`config.mk`:
```
export PLATFORM = sky130hd
export DESIGN_NAME = bfloat16_mul_flat
export DESIGN_NICKNAME = d
export VERILOG_FILES = /design/src/rtl/bfloat16_mul_if.sv /design/src/rtl/bfloat16_mul.sv /design/src/flat_wrapper.sv
export SDC_FILE = /design/constraint.sdc
export NUM_CORES = 1
export LEC_CHECK = 0
export CORE_ASPECT_RATIO = 0.6
export CORE_MARGIN = 4
export CORE_UTILIZATION = 41
export DETAILED_ROUTE_END_ITERATION = 8
export HOLD_SLACK_MARGIN = 0.08
export SYNTH_ARGS = -nofsm -noshare
export SYNTH_HDL_FRONTEND = slang
export SYNTH_SLANG_ARGS = --single-unit
```
`constraint.sdc`:
```
create_clock -name clk -period 5.6 [get_ports clk]
set_clock_uncertainty 0.2 [all_clocks]
set_input_delay 1.4 -clock clk [delete_from_list [all_inputs] [get_ports clk]]
set_output_delay 1.4 -clock clk [all_outputs]
set_load 0.01 [all_outputs]
```
`src/rtl/bfloat16_mul_if.sv`:
```
// Operand and result bundle for the 2-stage BF16 multiplier.
// The master drives operands; the slave (the multiplier) returns the product and debug fields.
interface bfloat16_mul_if;
    logic [15:0] flp_a;
    logic [15:0] flp_b;
    logic [8:0]  exponent;
    logic [8:0]  exp_unbiased;
    logic [9:0]  exp_sum;
    logic [6:0]  prod;
    logic [15:0] sum;

    modport master (
        output flp_a, flp_b,
        input  exponent, exp_unbiased, exp_sum, prod, sum
    );

    modport slave (
        input  flp_a, flp_b,
        output exponent, exp_unbiased, exp_sum, prod, sum
    );
endinterface

```
`src/rtl/bfloat16_mul.sv`:
```
// Free-running 2-stage BFloat16 multiplier: stage 1 unpacks and multiplies mantissas,
// stage 2 normalizes, rounds to nearest even, resolves special operands and packs.
module bfloat16_mul (
    input  logic          clk,
    input  logic          rst,
    bfloat16_mul_if.slave bus
);
    localparam int unsigned EXP_W = 8;
    localparam int unsigned MAN_W = 7;
    localparam int unsigned BIAS  = 127;

    localparam logic [EXP_W-1:0] EXP_MAX = '1;

    // Stage 1
    logic             s1_sign_d, s1_sign_q;
    logic [EXP_W-1:0] s1_a_exp_d, s1_a_exp_q, s1_b_exp_d, s1_b_exp_q;
    logic [MAN_W-1:0] s1_a_man_d, s1_a_man_q, s1_b_man_d, s1_b_man_q;
    logic [9:0]       s1_exp_sum_d, s1_exp_sum_q;
    logic [15:0]      s1_mant_d, s1_mant_q;

    always_comb begin
        s1_sign_d    = bus.flp_a[15] ^ bus.flp_b[15];
        s1_a_exp_d   = bus.flp_a[14:7];
        s1_b_exp_d   = bus.flp_b[14:7];
        s1_a_man_d   = bus.flp_a[6:0];
        s1_b_man_d   = bus.flp_b[6:0];
        s1_exp_sum_d = {2'b00, s1_a_exp_d} + {2'b00, s1_b_exp_d};
        s1_mant_d    = {8'h00, 1'b1, s1_a_man_d} * {8'h00, 1'b1, s1_b_man_d};
    end

    always_ff @(posedge clk or posedge rst) begin
        if (rst) begin
            s1_sign_q    <= 1'b0;
            s1_a_exp_q   <= '0;
            s1_b_exp_q   <= '0;
            s1_a_man_q   <= '0;
            s1_b_man_q   <= '0;
            s1_exp_sum_q <= '0;
            s1_mant_q    <= '0;
        end else begin
            s1_sign_q    <= s1_sign_d;
            s1_a_exp_q   <= s1_a_exp_d;
            s1_b_exp_q   <= s1_b_exp_d;
            s1_a_man_q   <= s1_a_man_d;
            s1_b_man_q   <= s1_b_man_d;
            s1_exp_sum_q <= s1_exp_sum_d;
            s1_mant_q    <= s1_mant_d;
        end
    end

    // Stage 2
    logic [MAN_W-1:0] frac;
    logic             guard, sticky, shift, round_up, round_carry;
    logic [MAN_W:0]   frac_rnd;
    logic [10:0]      exp_wide;
    logic             a_nan, b_nan, a_inf, b_inf, a_zero, b_zero;
    logic [8:0]       exponent_d, exponent_q, exp_unbiased_d, exp_unbiased_q;
    logic [9:0]       exp_sum_q;
    logic [6:0]       prod_d, prod_q;
    logic [15:0]      sum_d, sum_q;

    always_comb begin
        shift  = s1_mant_q[15];
        frac   = shift ? s1_mant_q[14:8] : s1_mant_q[13:7];
        guard  = shift ? s1_mant_q[7] : s1_mant_q[6];
        sticky = shift ? |s1_mant_q[6:0] : |s1_mant_q[5:0];

        round_up    = guard & (sticky | frac[0]);
        frac_rnd    = {1'b0, frac} + {{MAN_W{1'b0}}, round_up};
        round_carry = frac_rnd[MAN_W];
        prod_d      = frac_rnd[MAN_W-1:0];

        // Biased sum kept unsigned and wide so range checks never see a wrapped value.
        exp_wide       = {1'b0, s1_exp_sum_q} + {10'd0, shift} + {10'd0, round_carry};
        exp_unbiased_d = s1_exp_sum_q[8:0] - 9'(BIAS);
        exponent_d     = exp_wide[8:0] - 9'(BIAS);

        a_nan  = (s1_a_exp_q == EXP_MAX) && (s1_a_man_q != '0);
        b_nan  = (s1_b_exp_q == EXP_MAX) && (s1_b_man_q != '0);
        a_inf  = (s1_a_exp_q == EXP_MAX) && (s1_a_man_q == '0);
        b_inf  = (s1_b_exp_q == EXP_MAX) && (s1_b_man_q == '0);
        a_zero = (s1_a_exp_q == '0);
        b_zero = (s1_b_exp_q == '0);

        if (a_nan || b_nan || (a_inf && b_zero) || (b_inf && a_zero)) begin
            sum_d = 16'h7FC0;
        end else if (a_inf || b_inf) begin
            sum_d = {s1_sign_q, EXP_MAX, {MAN_W{1'b0}}};
        end else if (a_zero || b_zero) begin
            sum_d = {s1_sign_q, 15'h0000};
        end else if (exp_wide >= 11'(255 + BIAS)) begin
            sum_d = {s1_sign_q, EXP_MAX, {MAN_W{1'b0}}};
        end else if (exp_wide <= 11'(BIAS)) begin
            sum_d = {s1_sign_q, 15'h0000};
        end else begin
            sum_d = {s1_sign_q, exponent_d[EXP_W-1:0], prod_d};
        end
    end

    always_ff @(posedge clk or posedge rst) begin
        if (rst) begin
            exponent_q     <= '0;
            exp_unbiased_q <= '0;
            exp_sum_q      <= '0;
            prod_q         <= '0;
            sum_q          <= '0;
        end else begin
            exponent_q     <= exponent_d;
            exp_unbiased_q <= exp_unbiased_d;
            exp_sum_q      <= s1_exp_sum_q;
            prod_q         <= prod_d;
            sum_q          <= sum_d;
        end
    end

    assign bus.exponent     = exponent_q;
    assign bus.exp_unbiased = exp_unbiased_q;
    assign bus.exp_sum      = exp_sum_q;
    assign bus.prod         = prod_q;
    assign bus.sum          = sum_q;
endmodule

```
`src/flat_wrapper.sv`:
```
// flat-port wrapper written by rule: the top's interface ports become plain ports
module bfloat16_mul_flat 
  (clk, rst, bus_flp_a, bus_flp_b, bus_exponent, bus_exp_unbiased, bus_exp_sum, bus_prod, bus_sum);
  bfloat16_mul_if bus_i ();
  input  logic clk;
  input  logic rst;
  input wire logic [$bits(bus_i.flp_a)-1:0] bus_flp_a;
  input wire logic [$bits(bus_i.flp_b)-1:0] bus_flp_b;
  output wire logic [$bits(bus_i.exponent)-1:0] bus_exponent;
  output wire logic [$bits(bus_i.exp_unbiased)-1:0] bus_exp_unbiased;
  output wire logic [$bits(bus_i.exp_sum)-1:0] bus_exp_sum;
  output wire logic [$bits(bus_i.prod)-1:0] bus_prod;
  output wire logic [$bits(bus_i.sum)-1:0] bus_sum;
  assign bus_i.flp_a = bus_flp_a;
  assign bus_i.flp_b = bus_flp_b;
  assign bus_exponent = bus_i.exponent;
  assign bus_exp_unbiased = bus_i.exp_unbiased;
  assign bus_exp_sum = bus_i.exp_sum;
  assign bus_prod = bus_i.prod;
  assign bus_sum = bus_i.sum;
  bfloat16_mul u_core (.clk(clk), .rst(rst), .bus(bus_i));
endmodule
```
-- Word level (Yosys, flattened, before mapping)
Index checks and enable logic that the tools add are counted.
- register bits: 108
- bits of input ports: 34
- output and inout bits: 51
- word-level logic and storage cells: 53
- $add $sub $neg: 6
- multiply operators: 1
- order comparisons: 2
- eq/ne operators: 2
- muxes and demuxes: 8
- bitwise operators: 3
- reductions and logical operators: 19
- operators by type and width (kind ; count):
    $mux 15 ; 4
    $sub 9x7->9 const B ; 2
    $eq 8x8->1 const B ; 2
    $logic_not 8->1 ; 2
    $mul 8x8->16 ; 1
    $mux 16 ; 1
    $logic_not 7->1 ; 2
    $reduce_bool 7->1 ; 2
    $add 10x1->11 ; 1
    $add 11x1->11 ; 1
    $ge 11x9->1 const B ; 1
    $le 11x7->1 const B ; 1
    $add 8x8->9 ; 1
    $add 7x1->8 ; 1
    $mux 7 ; 1
    $reduce_or 7->1 ; 1
    $logic_and 1x1->1 ; 6
    $reduce_or 6->1 ; 1
    $logic_or 1x1->1 ; 5
    $mux 1 ; 2
    $and 1x1->1 ; 1
    $or 1x1->1 ; 1
    $xor 1x1->1 ; 1

-- Logic depth before layout (Yosys ltp)
- depth after elaboration: 12
- gate-level depth with buffers: 16
- depth with buffers taken out: 16

-- Worst setup path before layout
Ideal clock, no wire load.
- path kind: in2reg
- start point: input bus_flp_a[1]
- end point: register u_core.s1_mant_q[14]
- setup time: 0.069 ns
- arrival: 5.427 ns
- data required time: 5.331 ns
- setup slack: -0.096 ns
- stages: 16
- path buffers: 0
- cells stage by stage: and2_1 > fa_1 > inv_1 > fa_1 > inv_1 > fa_1 > inv_1 > fa_1 > inv_1 > ha_1 > o21ai_1 > a21oi_1 > and3_2 > a221o_1 > or4b_1 > nand3_1
- longest elaborated chain between the ends: 1
- RTL lines (item ; RTL line ; text):
    start: declaration ; flat_wrapper.sv:7 ; input wire logic [$bits(bus_i.flp_a)-1:0] bus_flp_a;
    $mul 8x8->16 ; bfloat16_mul.sv:28 ; s1_mant_d = {8'h00, 1'b1, s1_a_man_d} * {8'h00, 1'b1, s1_b_man_d};
    net u_core.s1_mant_d[14] ; bfloat16_mul.sv:19 ; logic [15:0] s1_mant_d, s1_mant_q;
    end signal: assignment ; bfloat16_mul.sv:47 ; s1_mant_q <= s1_mant_d;
    end: declaration ; bfloat16_mul.sv:19 ;
The timed path passes the listed nets, and every way through them passes these cells.

-- Worst setup path after layout
- start point: input bus_flp_a[5]
- end point: register u_core.s1_mant_q[14]
Same word-level chain as after synthesis.

==> flow_metrics.py <==
metrics = {
    "pwr": {
        "powerDensity_nw_per_um2": 438.9,
        "leakage_uw": 0.003683,
        "irDropWorstVdd_uv": 229.3,
        "total_power_uw": 3525,
    },
    "clocking": {
        "cts_buffers": 9,
        "htree_levels": 3,
        "clockBufferDepth": 2,
        "hold_buffers": 0,
        "cts_sinks": 106,
        "clk_latency_ns": 0.34,
        "clkTransAtPathRegs_ns": 0.07,
        "cts_tree": "done",
        "root_buffer": "clkbuf_16",
    },
    "synthesis": {
        "avgSynthCellArea_um2": 10.65,
        "ys.flop_type": "dfrtp_1",
        "synthAdderAreaFrac_pct": 21.45,
        "synth_simple_gate_area_share_pct": 15.28,
        "synth_enable_flop_cells": 0,
        "synthCells": 596,
        "synth_common_cells": "dfrtp_1 (106), inv_1 (82), ha_1 (48), and2_1 (39)",
        "synthMuxAreaShare_pct": 0.6703,
        "synth-compound-area-share_pct": 9.306,
        "synthesis.area_um2": 6346,
        "synth.top_cell.area_share_pct": 41.80,
        "synth_nets": 716,
        "synthXorXnorAreaFrac_pct": 5.244,
        "synth_top_family_by_area": "adder cells",
        "yosys.area.top_type": "dfrtp_1",
        "synth_warnings": 0,
        "synth-seq-area-share_pct": 41.80,
        "ys_ff_latch": 106,
        "synth.most_common_cell": "dfrtp_1",
        "synth_cell_types": 63,
        "async_flop_share_pct": 100.0,
        "synth_area_leaders": "dfrtp_1 (42%), fa_1 (12%), ha_1 (9.5%), inv_1 (4.9%), and2_1 (3.8%)",
    },
    "timing": {
        "finalHoldViolCount": 0,
        "setup_viol_count_final": 0,
        "final.period_utilization_pct": 97.75,
        "tns_ns": 0,
        "relSlewSlack_pct": 36.92,
        "worst_slew_pin_slew_ns": 0.9462,
        "period_minus_slack_ns": 5.474,
        "whs_ns": 0.2853,
        "rsz0062_at_grt": "yes",
        "fin_ws_ns": 0.1258,
        "drv_slew": 0,
        "fmax_mhz": 182.7,
    },
    "worst_setup_path": {
        "crit_arrival_ns": 5.56,
        "critPathLaunchType": "input port",
        "crit_slowest_cell": "fa_1",
        "required_ns": 5.68,
        "worstPathCellList": "buf_2, and2_4, fa_1, inv_1, fa_1, inv_1, fa_1, inv_1, fa_1, inv_1, ha_4, a2111oi_4, nand2b_1, a221o_1, or4b_1, nand3_1",
        "critical_path_class": "input port to flip-flop",
        "path_buf_inv": 5,
        "endpoint_kind": "flip-flop",
        "crit_family": "adder cells",
        "crit_fanout": 4,
        "max_stage_delay_ns": 0.53,
    },
    "route": {
        "avgViaCountPerCell": 4.978,
        "drc_errors": 0,
        "wl_mm": 14.53,
        "dr.first_iter.drc_count": 308,
        "num_vias": 4590,
        "ant_nets": 0,
        "wl_per_cell_um": 15.76,
        "drt_first_pass_iters": 5,
    },
    "floorplanning": {
        "fp.coreArea_um2": 14800,
        "die_area_um2": 17600,
        "rows": 34,
        "die_h_um": 104.4,
        "io_pins": 85,
        "start_util_pct": 42.87,
        "die_w_um": 168.6,
    },
    "final_layout": {
        "num-fill-cells": 1287,
        "fin_nets": 839,
        "antenna_cells": 0,
        "syn2layout_area_growth_pct": 26.54,
        "layout-drive-gt1-share_pct": 14.50,
        "fin_cells": 922,
    },
    "placed_design": {
        "io_buffers": 83,
        "dp_hpwl_mm": 11.73,
        "place_ws_ns": -0.7848,
        "gp_congestion": 0.9525,
        "dp_cells": 906,
    },
    "grt": {
        "gr-total-overflow": 0,
        "grt_max_degree": 82,
        "antenna_found_initial": 0,
        "grt_pass1_wl_mm": 24.23,
        "track_usage_pct": 17.25,
        "grt_pass1_vias": 4538,
    },
    "run": {
        "maxCapViolations": 0,
    },
    "hold_path": {
        "hp-class": "flip-flop to flip-flop",
    },
    "status": {
        "run_status": "finished, final reports clean",
    },
}
[state kept, by name, indices dropped and copies added (netlist names)]
| register | cells |
|---|---|
| u_core.bus.sum | 16 |
| u_core.s1_mant_q | 16 |
| u_core.bus.exp_sum | 9 |
| u_core.bus.exp_unbiased | 9 |
| u_core.bus.exponent | 9 |
| u_core.s1_exp_sum_q | 9 |
| u_core.s1_a_exp_q | 8 |
| u_core.s1_b_exp_q | 8 |
| u_core.bus.prod | 7 |
| u_core.s1_a_man_q | 7 |
| u_core.s1_b_man_q | 7 |
| u_core.s1_sign_q | 1 |
[report_power, final]
group	internal, µW	total (µW)	switching [µW]
sequential	977	1130	155
clock	364	649	284
combinational	905	1740	838
[stage by stage]
stage,cell area (µm²),util [%]
6_report,8030,54.24
5_1_grt,8030,54.24
4_1_cts,8004,54.07
3_5_place_dp,7709,52.07
3_3_place_gp,7709,52.07
2_1_floorplan,6390,-
[what timing repair did]
item                                    4_1_cts  5_1_grt
resized for setup                            48       26
endpoints found under the setup margin        4        2
setup buffers                                 0        0
pin swaps                                     3       11
[cells by family (layout without fill, tap and decap cells)]
family / after synthesis / after routing
and+or+nand+nor: 180 / 180
AOI/OAI and AO/OA: 85 / 85
xor gates and xnor gates: 38 / 38
buffers and inverters: 96 / 224
muxes: 4 / 4
DFF: 106 / 106
adders and majority gates: 86 / 86
other: 1 / 1
[final cells by class]
type	count	area (µm²)	share of cell area, %
Tap cell	198	247.7	3.085
Clock buffer	10	239.0	2.976
Inverter	82	310.3	3.864
Timing Repair Buffer	126	1101	13.71
Clock inverter	6	71.32	0.8881
Multi-Input combinational cell	394	3408	42.44
Sequential cell	106	2653	33.03
[worst paths after layout]
| path | start | to | slack, ns | cells past startpoint |
|---|---|---|---|---|
| hold / removal | u_core.s1_sign_q | u_core.bus.sum[15] | 0.29 | 1 |
| hold reg to reg | u_core.s1_sign_q | u_core.bus.sum[15] | 0.29 | 1 |
| setup reg to reg | u_core.s1_mant_q[15] | u_core.bus.sum[5] | 1.16 | 11 |
| max in group asynchronous | rst | u_core.s1_b_exp_q[2] | 2.90 | 3 |
| setup / recovery | bus_flp_a[5] | u_core.s1_mant_q[14] | 0.13 | 16 |
| min in group asynchronous | rst | u_core.s1_a_exp_q[1] | 1.40 | 2 |
[layout by cell type, fill, tap and decap left out, drive strengths merged, types with 3 or more instances in the layout]
| master | netlist | routed |
|---|---|---|
| buf | 8 | 52 |
| o41ai | 4 | 4 |
| a2111oi | 5 | 5 |
| o21a | 5 | 5 |
| nor3b | 4 | 4 |
| a21o | 3 | 3 |
| o211ai | 3 | 3 |
| fa | 38 | 38 |
| inv | 82 | 85 |
| nand4 | 5 | 5 |
| and2 | 39 | 39 |
| nor3 | 8 | 8 |
| clkdlybuf4s50 | 0 | 71 |
| clkbuf | 6 | 13 |
| a31oi | 3 | 3 |
| xor2 | 11 | 11 |
| o21ai | 23 | 23 |
| a21oi | 15 | 15 |
| and3 | 6 | 6 |
| nand4b | 3 | 3 |
| nand2b | 5 | 5 |
| nor4 | 7 | 7 |
| nor2b | 5 | 5 |
| or4 | 4 | 4 |
| nand3 | 17 | 17 |
| nor2 | 33 | 33 |
| nand2 | 39 | 39 |
| dfrtp | 106 | 106 |
| xnor2 | 27 | 27 |
| ha | 48 | 48 |
[routing by layer]
layer  track usage (%)  up-vias  share of wire, %
met5                 0        -                 0
met4             3.358        0              0.72
met3             4.254        8               6.6
met2             21.25      130                39
met1             29.47     2211                54
li1                  -     2241                 -
Power figures use the tool's default switching activity.
